==> src/rtl/disk_responder.sv <==
// Host-side UART sector responder: decodes 2-byte sector requests, writes or reads SECT_BYTES bytes of a byte store.
// Latency: store write 1 cycle after rx_valid; first reply byte TIMEOUT+3 cycles after DECIDE entry.
// Backpressure: reply bytes wait on tx_busy (guarded for 2 cycles after tx_start); rx bytes during a reply are dropped.
//
// Ports: clk/rst_n (sync, active-low); rx_data/rx_valid from the UART receiver;
// tx_data/tx_start/tx_busy to the UART transmitter; st_addr/st_we/st_wdata/st_re/st_rdata
// to the sector store (read data one cycle after st_re); busy/last_sect/op_done/op_is_read/op_err status.
module disk_responder #(
    parameter int SECT_BYTES = 512,
    parameter int TIMEOUT    = 20000,
    parameter int SECT_W     = 16
) (
    input  logic                                 clk,
    input  logic                                 rst_n,
    input  logic [7:0]                           rx_data,
    input  logic                                 rx_valid,
    output logic [7:0]                           tx_data,
    output logic                                 tx_start,
    input  logic                                 tx_busy,
    output logic [SECT_W+$clog2(SECT_BYTES)-1:0] st_addr,
    output logic                                 st_we,
    output logic [7:0]                           st_wdata,
    output logic                                 st_re,
    input  logic [7:0]                           st_rdata,
    output logic                                 busy,
    output logic [SECT_W-1:0]                    last_sect,
    output logic                                 op_done,
    output logic                                 op_is_read,
    output logic                                 op_err
);

    localparam int OFF_W = $clog2(SECT_BYTES);
    localparam int AW    = SECT_W + OFF_W;
    localparam int TW    = $clog2(TIMEOUT + 1);
    localparam logic [OFF_W-1:0] OFF_LAST = OFF_W'(SECT_BYTES - 1);
    localparam logic [TW-1:0]    TMO_LAST = TW'(TIMEOUT - 1);

    typedef enum logic [2:0] {
        IDLE, SEC_HI, DECIDE, WR_DATA, RD_FETCH, RD_WAIT, RD_SEND, RD_DONE
    } state_t;

    state_t             state, state_n;
    logic [TW-1:0]      tmo, tmo_n;
    logic [OFF_W-1:0]   off, off_n;
    logic [15:0]        sect_r, sect_n;
    logic [7:0]         hold, hold_n;
    logic [1:0]         guard, guard_n;
    logic [7:0]         tx_data_n, st_wdata_n;
    logic               tx_start_n, st_we_n, st_re_n, op_done_n, op_err_n, op_is_read_n;
    logic [AW-1:0]      st_addr_n;
    logic [SECT_W-1:0]  last_sect_n;
    logic [SECT_W-1:0]  sect;
    logic               rx_take, tmo_run, tmo_hit, tx_ok;

    assign sect    = sect_r[SECT_W-1:0];
    assign busy    = (state != IDLE);
    // The "counter reaches TIMEOUT" event is the increment landing on TIMEOUT at this edge.
    assign tmo_hit = (tmo == TMO_LAST);
    // Guard keeps us from trusting tx_busy before the transmitter has had time to raise it.
    assign tx_ok   = !tx_busy && (guard == 2'd0);

    always_comb begin
        state_n      = state;
        off_n        = off;
        sect_n       = sect_r;
        hold_n       = hold;
        guard_n      = (guard != 2'd0) ? guard - 2'd1 : 2'd0;
        tx_data_n    = tx_data;
        tx_start_n   = 1'b0;
        st_addr_n    = st_addr;
        st_we_n      = 1'b0;
        st_wdata_n   = st_wdata;
        st_re_n      = 1'b0;
        last_sect_n  = last_sect;
        op_done_n    = 1'b0;
        op_err_n     = 1'b0;
        op_is_read_n = op_is_read;
        rx_take      = 1'b0;
        tmo_run      = 1'b0;

        case (state)
            IDLE: begin
                if (rx_valid) begin
                    sect_n[7:0] = rx_data;
                    rx_take     = 1'b1;
                    state_n     = SEC_HI;
                end
            end
            SEC_HI: begin
                tmo_run = 1'b1;
                if (rx_valid) begin
                    sect_n[15:8] = rx_data;
                    rx_take      = 1'b1;
                    state_n      = DECIDE;
                end else if (tmo_hit) begin
                    op_err_n     = 1'b1;
                    op_is_read_n = 1'b0;
                    state_n      = IDLE;
                end
            end
            DECIDE: begin
                tmo_run = 1'b1;
                if (rx_valid) begin
                    // A byte before the silence window closes makes this a write.
                    rx_take    = 1'b1;
                    st_we_n    = 1'b1;
                    st_addr_n  = {sect, {OFF_W{1'b0}}};
                    st_wdata_n = rx_data;
                    off_n      = OFF_W'(1);
                    state_n    = WR_DATA;
                end else if (tmo_hit) begin
                    off_n     = '0;
                    st_re_n   = 1'b1;
                    st_addr_n = {sect, {OFF_W{1'b0}}};
                    state_n   = RD_FETCH;
                end
            end
            WR_DATA: begin
                tmo_run = 1'b1;
                if (rx_valid) begin
                    rx_take    = 1'b1;
                    st_we_n    = 1'b1;
                    st_addr_n  = {sect, off};
                    st_wdata_n = rx_data;
                    off_n      = off + OFF_W'(1);
                    if (off == OFF_LAST) begin
                        last_sect_n  = sect;
                        op_done_n    = 1'b1;
                        op_is_read_n = 1'b0;
                        state_n      = IDLE;
                    end
                end else if (tmo_hit) begin
                    op_err_n     = 1'b1;
                    op_is_read_n = 1'b0;
                    state_n      = IDLE;
                end
            end
            // st_re was raised on the edge entering this state.
            RD_FETCH: state_n = RD_WAIT;
            RD_WAIT: begin
                hold_n  = st_rdata;
                state_n = RD_SEND;
            end
            RD_SEND: begin
                if (tx_ok) begin
                    tx_data_n  = hold;
                    tx_start_n = 1'b1;
                    guard_n    = 2'd2;
                    off_n      = off + OFF_W'(1);
                    if (off == OFF_LAST) begin
                        state_n = RD_DONE;
                    end else begin
                        st_re_n   = 1'b1;
                        st_addr_n = {sect, off + OFF_W'(1)};
                        state_n   = RD_FETCH;
                    end
                end
            end
            RD_DONE: begin
                if (tx_ok) begin
                    op_done_n    = 1'b1;
                    op_is_read_n = 1'b1;
                    last_sect_n  = sect;
                    state_n      = IDLE;
                end
            end
            default: state_n = IDLE;
        endcase

        if (rx_take || (state_n != state)) begin
            tmo_n = '0;
        end else if (tmo_run) begin
            tmo_n = tmo + TW'(1);
        end else begin
            tmo_n = tmo;
        end
    end

    always_ff @(posedge clk) begin
        if (!rst_n) begin
            state      <= IDLE;
            tmo        <= '0;
            off        <= '0;
            sect_r     <= '0;
            hold       <= '0;
            guard      <= '0;
            tx_data    <= '0;
            tx_start   <= 1'b0;
            st_addr    <= '0;
            st_we      <= 1'b0;
            st_wdata   <= '0;
            st_re      <= 1'b0;
            last_sect  <= '0;
            op_done    <= 1'b0;
            op_err     <= 1'b0;
            op_is_read <= 1'b0;
        end else begin
            state      <= state_n;
            tmo        <= tmo_n;
            off        <= off_n;
            sect_r     <= sect_n;
            hold       <= hold_n;
            guard      <= guard_n;
            tx_data    <= tx_data_n;
            tx_start   <= tx_start_n;
            st_addr    <= st_addr_n;
            st_we      <= st_we_n;
            st_wdata   <= st_wdata_n;
            st_re      <= st_re_n;
            last_sect  <= last_sect_n;
            op_done    <= op_done_n;
            op_err     <= op_err_n;
            op_is_read <= op_is_read_n;
        end
    end

endmodule

==> config.mk <==
export PLATFORM = sky130hd
export DESIGN_NAME = disk_responder
export DESIGN_NICKNAME = d
export VERILOG_FILES = /design/src/rtl/disk_responder.sv
export SDC_FILE = /design/constraint.sdc
export NUM_CORES = 1
export LEC_CHECK = 0
export BUFFER_PORTS_ARGS = -buffer_cell sky130_fd_sc_hd__buf_2
export CORE_MARGIN = 5
export CORE_UTILIZATION = 50
export CTS_CLUSTER_DIAMETER = 30
export DETAILED_ROUTE_END_ITERATION = 6
export GPL_TIMING_DRIVEN = 0
export HOLD_SLACK_MARGIN = 0.02
export PLACE_DENSITY_LB_ADDON = 0.05
export SETUP_SLACK_MARGIN = 0.2
export SYNTH_ARGS = -nofsm -noshare
export SYNTH_HDL_FRONTEND = slang
export SYNTH_SLANG_ARGS = --single-unit
==> constraint.sdc <==
create_clock -name clk -period 3.6 [get_ports clk]
set_clock_uncertainty 0.05 [all_clocks]
set_input_delay 0 -clock clk [delete_from_list [all_inputs] [get_ports clk]]
set_output_delay 0 -clock clk [all_outputs]
set_load 0.02 [all_outputs]
==> results.tsv, run 1 <==
metric	value	unit
final_cells	814	
synth_area_leaders	dfxtp_1, mux2i_1, nor2_1	
ys_seq_area_frac	0.470	
period_share	0.874	
grt_overflow	0	
fin_crit	3.15	ns
diodes	0	
area_growth_syn_to_layout	28.6	%
drc	0	
ys_warn_count	0	
synth.avg_cell_area	9.05	µm²
core_area	9680	µm²
regArea	2320	µm²
ant_nets	0	
rsz0062_at_grt	true	
drtPass1Iterations	5	
worst_setup_path_start_kind	register	
r2r_setup_slack	0.45	ns
peakVddDrop	400	µV
portBuffers	83	
htreeDepth	4	
synth_seq_cells	116	
dp.cells	762	
worst-endpoint-arrival	3.48	ns
setup_viol	0	
worst_pin_slew	0.955	ns
power_leakage	0.00261	µW
cp_max_fo	10	
synth_edf_count	0	
end_kind	register	
cts_sinks	116	
synthCells	546	
cap_violations	0	
cts_tree	yes	
drt_iter0_drc	170	
die_w	109	µm
fmax	318	MHz
ys_async_sr_fraction	0	
nets	692	
cts_made_buffers	17	
wl_per_cell	15.8	µm
finalHoldViolCount	0	
outcome	finished, final reports clean	
antenna_found_initial	0	
insertion_delay	0.52	ns
rr_worst_depth	11	
critPathKind	reg2reg	
drt_wl_total	12.9	mm
power_density	546	nW/µm²
clk_path_buf_depth	2	
yosysUniqueCellTypes	61	
path_clk_slew	0.06	ns
cts_root_buf	clkbuf_8	
vias_per_cell	5.36	
synthTopCellsByCount	dfxtp_1, nor2_1, mux2i_1	
drive_gt1_frac	0.213	
gp_congestion	0.909	
tns	0	ns
hold_class	in2reg	
synth_top_cell_by_area	dfxtp_1	
hold_depth	4	
multi_input_area	2450	µm²
grt_max_degree	17	
synth_top_area_frac	0.470	
slew-limit-headroom	0.360	
row_count	36	
initial_utilization	0.510	
fillers	843	
slew_violations	0	
vias	4367	
worst_ep_required_time	3.94	ns
dieArea	12000	µm²
netlist_area	4940	µm²
grtUsageTotal	0.229	
die_h	109	µm
grt_pass1_vias	4390	
place_hpwl	8.74	mm
dominantRegCellSynth	dfxtp_1	
ios	84	
synth.most_common_cell	dfxtp_1	
grt_pass1_wl	21.3	mm
syn_nets	570	
## metrics by stage
stage | setup slack, ns | total power [µW] | cell area, µm² | utilization | hold WS (ns)
after global routing | 0.193 | 3590 | 6350 | 0.656 | 0.220
after CTS | 0.390 | 3490 | 6340 | 0.654 | 0.185
after floorplan | 1.05 | 1600 | 4940 | - | 0.0860
after detailed placement | 0.419 | 1710 | 5520 | 0.570 | 0.190
final | 0.453 | 3470 | 6350 | 0.656 | 0.196
after global placement | 0.476 | 1700 | 5520 | 0.570 | 0.182
## placed cells by master (no fill, tap or decap), types with 4 or more instances in the layout
master / count
a21oi_1: 42
a22o_1: 4
and4_1: 5
buf_2: 93
buf_4: 4
bufinv_16: 4
clkbuf_1: 18
clkbuf_16: 16
dfxtp_1: 116
dlygate4sd3_1: 19
ha_1: 4
mux2i_1: 57
nand2_1: 55
nand2b_1: 6
nand3_1: 17
nand4_1: 7
nor2_1: 95
nor2b_1: 7
nor3_1: 10
o21ai_0: 21
or3_1: 4
xnor2_1: 7
xor2_1: 7
## routing by layer
metal	share of wire	up-vias	global-route usage	routed length (µm)
met1	0.43	2098	0.282	5570
li1	-	2144	-	-
met4	0.010	0	0.0534	129
met5	0	-	0	0
met2	0.50	110	0.391	6480
met3	0.055	15	0.0734	711
## state kept, by name, indices dropped and copies added, names as in the netlist
name	count
last_sect	16
tmo	15
guard	2
op_is_read	1
st_addr	25
state	3
op_err	1
tx_data	8
hold	8
sect	16
st_re	1
tx_start	1
st_wdata	8
off	9
st_we	1
op_done	1
## worst max-delay path, cell delays in order (launching register included)
cell	delay, ns
dfxtp_1	0.47
ha_1	0.26
and3_1	0.17
clkbuf_1	0.22
nand3_1	0.18
nor2_1	0.24
ha_1	0.34
nand2_1	0.14
a21oi_4	0.35
buf_4	0.30
mux2i_1	0.23
nor2_1	0.05
## report_power, final
part | internal, µW | total, µW | switching, µW
combinational | 134 | 362 | 227
clock | 1160 | 1770 | 607
sequential | 1320 | 1340 | 22.4
## cell type report
cell class | count | share of cell area
Inverter | 4 | 0.00236
Clock inverter | 12 | 0.0282
Buffer | 32 | 0.0250
Multi-Input combinational cell | 394 | 0.386
Timing Repair Buffer | 103 | 0.0965
Tap cell | 133 | 0.0262
Sequential cell | 116 | 0.366
Clock buffer | 20 | 0.0701
## worst paths after layout
kind / from / end
setup / recovery: off[0]$_SDFFE_PN0P_ / last_sect[6]$_SDFFE_PN0P_
hold / removal: st_rdata[0] / hold[0]$_SDFFE_PN0N_
setup reg to reg: off[0]$_SDFFE_PN0P_ / last_sect[6]$_SDFFE_PN0P_
hold reg to reg: hold[0]$_SDFFE_PN0N_ / tx_data[0]$_SDFFE_PN0P_
## repair_timing
action | in CTS | in global routing
setup buffers | 0 | 1
setup endpoints to repair | 0 | 20
resized for setup | 0 | 2
hold endpoints to repair | 46 | 0
hold buffers | 19 | 0
## logic make-up (layout without fill, tap and decap cells)
kind of cell | Yosys count | count (layout) | share of synthesized area
xor gates and xnor gates | 14 | 14 | 0.0248
buffers and inverters | 36 | 171 | 0.0352
muxes | 57 | 57 | 0.116
AOI/OAI and AO/OA | 92 | 92 | 0.124
DFF | 116 | 116 | 0.470
adders and majority gates | 4 | 4 | 0.0101
and+or+nand+nor | 227 | 227 | 0.221
Power figures use the tool's default switching activity.
==> run 2: changes to the inputs <==
--- a/config.mk
+++ b/config.mk
@@ -12,7 +12,7 @@
 export DETAILED_ROUTE_END_ITERATION = 6
 export GPL_TIMING_DRIVEN = 0
 export HOLD_SLACK_MARGIN = 0.02
-export PLACE_DENSITY_LB_ADDON = 0.05
+export PLACE_DENSITY = 0.82
 export SETUP_SLACK_MARGIN = 0.2
 export SYNTH_ARGS = -nofsm -noshare
 export SYNTH_HDL_FRONTEND = slang
==> run 2 against run 1 <==
Effect of this change: sequential power is essentially flat; total power grew 0.15%; wire length grew 0.40%; critical path type unchanged; fmax shrank 1.5%.
==> results.tsv, run 2 (synthesis results as in run 1) <==
metric	value	unit
outcome	finished, final reports clean	
fin_crit	3.19	ns
worst-endpoint-arrival	3.52	ns
worst_setup_path_start_kind	register	
grt_pass1_wl	21.5	mm
place_area	5520	µm²
multi_input_area	2460	µm²
die_w	109	µm
largest_reg_flops	25	
hold_class	in2reg	
area_growth_syn_to_layout	28.6	%
die_h	109	µm
cpMaxStageDelayCell	dfxtp_1	
vias_per_cell	5.50	
setup_viol	0	
slowest_delay	0.46	ns
critPathKind	reg2reg	
finalHoldViolCount	0	
drtPass1Iterations	6	
drive_gt1_frac	0.213	
cts_root_buf	clkbuf_8	
htreeDepth	4	
power_density	547	nW/µm²
portBuffers	83	
period_share	0.887	
clk_path_buf_depth	2	
cp_num_buf_inv	2	
drt_iter0_drc	346	
worst_pin_slew	0.940	ns
final_common_cell	dfxtp_1	
regMostFlops	st_addr	
crit_chain	ha_1, and3_1, clkbuf_1, nand3_1, nor2_1, ha_1, nand2_1, a21oi_4, buf_4, mux2i_1, nor2_1	
grtUsageTotal	0.227	
grt_overflow	0	
grt_pass1_vias	4403	
end_kind	register	
fillers	743	
wl_per_cell	15.9	µm
fin_area	6350	µm²
vias	4475	
ios	84	
layout_common_cells	dfxtp_1, nor2_1, buf_2, mux2i_1, nand2_1	
cap_violations	0	
antenna_found_initial	0	
peakVddDrop	403	µV
nets	691	
cts_made_buffers	17	
gp_congestion	0.877	
worst_ep_required_time	3.93	ns
slew_violations	0	
slew-limit-headroom	0.370	
diodes	0	
row_count	36	
core_area	9680	µm²
cpLargestDelayFamily	simple AND/OR/NAND/NOR gates	
cts_sinks	116	
insertion_delay	0.51	ns
path_clk_slew	0.06	ns
fmax	313	MHz
rsz0062_at_grt	false	
dieArea	12000	µm²
grt_max_degree	17	
ant_nets	0	
power_leakage	0.00261	µW
drt_wl_total	12.9	mm
regArea	2320	µm²
initial_utilization	0.510	
tns	0	ns
cp_max_fo	10	
cts_tree	yes	
drc	0	
place_hpwl	8.89	mm
-- run 2: worst register-to-register path, cell delays in order (launching register included) --
cell and delay (ns):
dfxtp_1 0.46, ha_1 0.26, and3_1 0.17, clkbuf_1 0.23, nand3_1 0.18, nor2_1 0.25
ha_1 0.33, nand2_1 0.14, a21oi_4 0.35, buf_4 0.31, mux2i_1 0.27, nor2_1 0.06
-- run 2: worst paths after layout --
path	cells past startpoint	end	slack [ns]	from
max reg2reg	11	last_sect[6]$_SDFFE_PN0P_	0.41	off[0]$_SDFFE_PN0P_
min	4	hold[1]$_SDFFE_PN0N_	0.20	st_rdata[1]
max	11	last_sect[6]$_SDFFE_PN0P_	0.41	off[0]$_SDFFE_PN0P_
min reg2reg	2	tx_data[6]$_SDFFE_PN0P_	0.41	hold[6]$_SDFFE_PN0N_
-- run 2: metrics by stage --
stage | cells | worst slack (ns) | utilization | total power, µW | hold slack (ns)
2_1_floorplan | 546 | 1.05 | - | 1600 | 0.0860
3_3_place_gp | 762 | 0.434 | 0.570 | 1690 | 0.184
3_5_place_dp | 762 | 0.377 | 0.570 | 1700 | 0.190
4_1_cts | 813 | 0.292 | 0.655 | 3480 | 0.189
5_1_grt | 813 | 0.213 | 0.656 | 3600 | 0.232
6_report | 813 | 0.405 | 0.656 | 3470 | 0.201
-- run 2: final cells by class --
cell class / instances / share of cell area
clock inverter: 13 / 0.0311
inverter: 4 / 0.00236
multi-input combinational: 394 / 0.387
buffer: 32 / 0.0250
timing repair buffer: 102 / 0.0953
clock buffer: 19 / 0.0679
sequential: 116 / 0.365
tap: 133 / 0.0262
-- run 2: what timing repair did --
| item | CTS | global route |
|---|---|---|
| endpoints found under the setup margin | 0 | 21 |
| hold buffers | 19 | 0 |
| gates resized for setup | 0 | 3 |
| buffers inserted | 0 | 0 |
| endpoints found under the hold margin | 43 | 0 |
-- run 2: power breakdown --
| part | total (µW) | switching (µW) | internal (µW) |
|---|---|---|---|
| combinational | 360 | 226 | 134 |
| clock | 1770 | 621 | 1150 |
| sequential | 1340 | 22.9 | 1320 |
-- run 2: metal layers --
| metal | vias up | track usage | part of all wire |
|---|---|---|---|
| li1 | 2150 | - | - |
| met1 | 2086 | 0.280 | 0.42 |
| met2 | 210 | 0.387 | 0.49 |
| met3 | 29 | 0.0564 | 0.075 |
| met4 | 0 | 0.0775 | 0.017 |
| met5 | - | 0 | 0 |
==> run 3: changes to the inputs <==
--- a/config.mk
+++ b/config.mk
@@ -12,7 +12,7 @@
 export DETAILED_ROUTE_END_ITERATION = 6
 export GPL_TIMING_DRIVEN = 0
 export HOLD_SLACK_MARGIN = 0.02
-export PLACE_DENSITY = 0.82
+export PLACE_DENSITY = 0.72
 export SETUP_SLACK_MARGIN = 0.2
 export SYNTH_ARGS = -nofsm -noshare
 export SYNTH_HDL_FRONTEND = slang
==> run 3 against run 2 <==
Effect of this change: register-to-register slack better by 0.10 ns; cell count unchanged; utilization grew 0.39 points; critical path depth is the same; sequential share of layout area fell by 0.21 points; setup slack better by 0.10 ns; clock-buffer cell count is 2 lower; sequential power hardly changed; first-iteration DRC count increased by 15%; clock power up 7%; final area up 0.59%; critical endpoint is now tmo[8]$_SDFFE_PP0P_.
==> results.tsv, run 3 (synthesis results as in run 1) <==
metric	value	unit
initial_utilization	0.510	
slowest_delay	0.52	ns
final.setup.worst_slack	0.507	ns
place_hpwl	8.70	mm
end_kind	register	
area_growth_syn_to_layout	29.4	%
peakVddDrop	355	µV
grtUsageTotal	0.229	
largest_reg_flops	25	
wl_per_cell	15.9	µm
drc	0	
antenna_found_initial	0	
cp_max_fo	10	
cap_violations	0	
power_density	562	nW/µm²
slew-limit-headroom	0.333	
vias	4435	
drive_gt1_frac	0.215	
worst-endpoint-arrival	3.45	ns
grt_pass1_wl	21.6	mm
cts_root_buf	clkbuf_8	
r2r_setup_slack	0.51	ns
place_ws	0.445	ns
hold_depth	4	
finish.utilization	0.660	
crit_chain	ha_1, and3_1, clkbuf_1, nand3_1, nor2_1, ha_1, o32a_1, o41ai_1, o311ai_2, buf_6, nor2_1	
tns	0	ns
power	3590	µW
reg2reg_to	tmo[8]$_SDFFE_PP0P_	
cts_made_buffers	17	
cts_sinks	116	
layout_common_cells	dfxtp_1, nor2_1, buf_2, mux2i_1, nand2_1	
rr_worst_depth	11	
core_area	9680	µm²
period_share	0.859	
worst_ep_required_time	3.96	ns
power_leakage	0.00263	µW
drtPass1Iterations	5	
grt_overflow	0	
cpMaxStageDelayCell	o311ai_2	
insertion_delay	0.52	ns
rsz0062_at_grt	true	
htreeDepth	4	
path_clk_slew	0.06	ns
die_w	109	µm
cts_tree	yes	
fin_crit	3.09	ns
hold_start	st_rdata[4]	
worst_pin_slew	0.993	ns
regToRegStartpoint	off[0]$_SDFFE_PN0P_	
finalHoldViolCount	0	
gp_congestion	0.910	
critPathKind	reg2reg	
diodes	0	
worst_setup_path_start_kind	register	
drt_wl_total	12.9	mm
portBuffers	83	
ios	84	
drt_iter0_drc	398	
regMostFlops	st_addr	
ant_nets	0	
final_common_cell	dfxtp_1	
grt_pass1_vias	4516	
hold_class	in2reg	
die_h	109	µm
grt_max_degree	17	
nets	691	
vias_per_cell	5.46	
row_count	36	
whs_endpoint	hold[4]$_SDFFE_PN0N_	
dieArea	12000	µm²
clk_path_buf_depth	2	
setup_viol	0	
fmax	323	MHz
outcome	finished, final reports clean	
holdWs	0.199	ns
slew_violations	0	
run 3: worst max-delay path by stage:
stage                     cells past startpoint           startpoint  slack (ns)                         end
after floorplan                              11  off[0]$_SDFFE_PN0P_        1.05  last_sect[10]$_SDFFE_PN0P_
after global placement                       12  off[0]$_SDFFE_PN0P_        0.49         tmo[8]$_SDFFE_PP0P_
after detailed placement                     11  off[0]$_SDFFE_PN0P_        0.45  last_sect[14]$_SDFFE_PN0P_
after CTS                                    11  off[0]$_SDFFE_PN0P_        0.40  last_sect[14]$_SDFFE_PN0P_
after global routing                         11  off[0]$_SDFFE_PN0P_        0.19         tmo[7]$_SDFFE_PP0P_
final                                        11  off[0]$_SDFFE_PN0P_        0.51         tmo[8]$_SDFFE_PP0P_
run 3: critical path, delay by kind of cell (launching register included):
kind,cells,cell delay [ns]
buf+inv,2,0.43
fa+ha+maj,2,0.59
flops,1,0.46
simple gates,4,0.62
compound gates,3,0.84
run 3: report_power, final:
part / internal (µW) / switching, µW / total (µW)
clock: 1270 / 623 / 1890
combinational: 134 / 225 / 359
sequential: 1320 / 22.6 / 1340
total: 2720 / 870 / 3590
run 3: per-layer routing:
metal	part of all wire	track usage	vias up
met3	0.066	0.0775	24
met1	0.43	0.277	2097
met2	0.49	0.374	160
li1	-	-	2154
met5	0	0	-
met4	0.020	0.0953	0
run 3: per-stage QoR:
stage | cell area (µm²) | instances
4_1_cts | 6380 | 813
3_3_place_gp | 5520 | 762
6_report | 6390 | 813
2_1_floorplan | 4940 | 546
3_5_place_dp | 5520 | 762
5_1_grt | 6390 | 813
run 3: area by class of cell:
cell class	count	area [µm²]
buffer	32	159
clock buffer	17	414
clock inverter	15	253
fill	800	3290
inverter	4	15.0
multi-input combinational	394	2460
sequential	116	2320
tap	133	166
timing repair buffer	102	606
run 3: timing repair:
action	4_1_cts	5_1_grt
buffers inserted	0	0
gates resized for setup	0	3
hold buffers	19	0
hold endpoints to repair	45	0
setup endpoints to repair	0	25
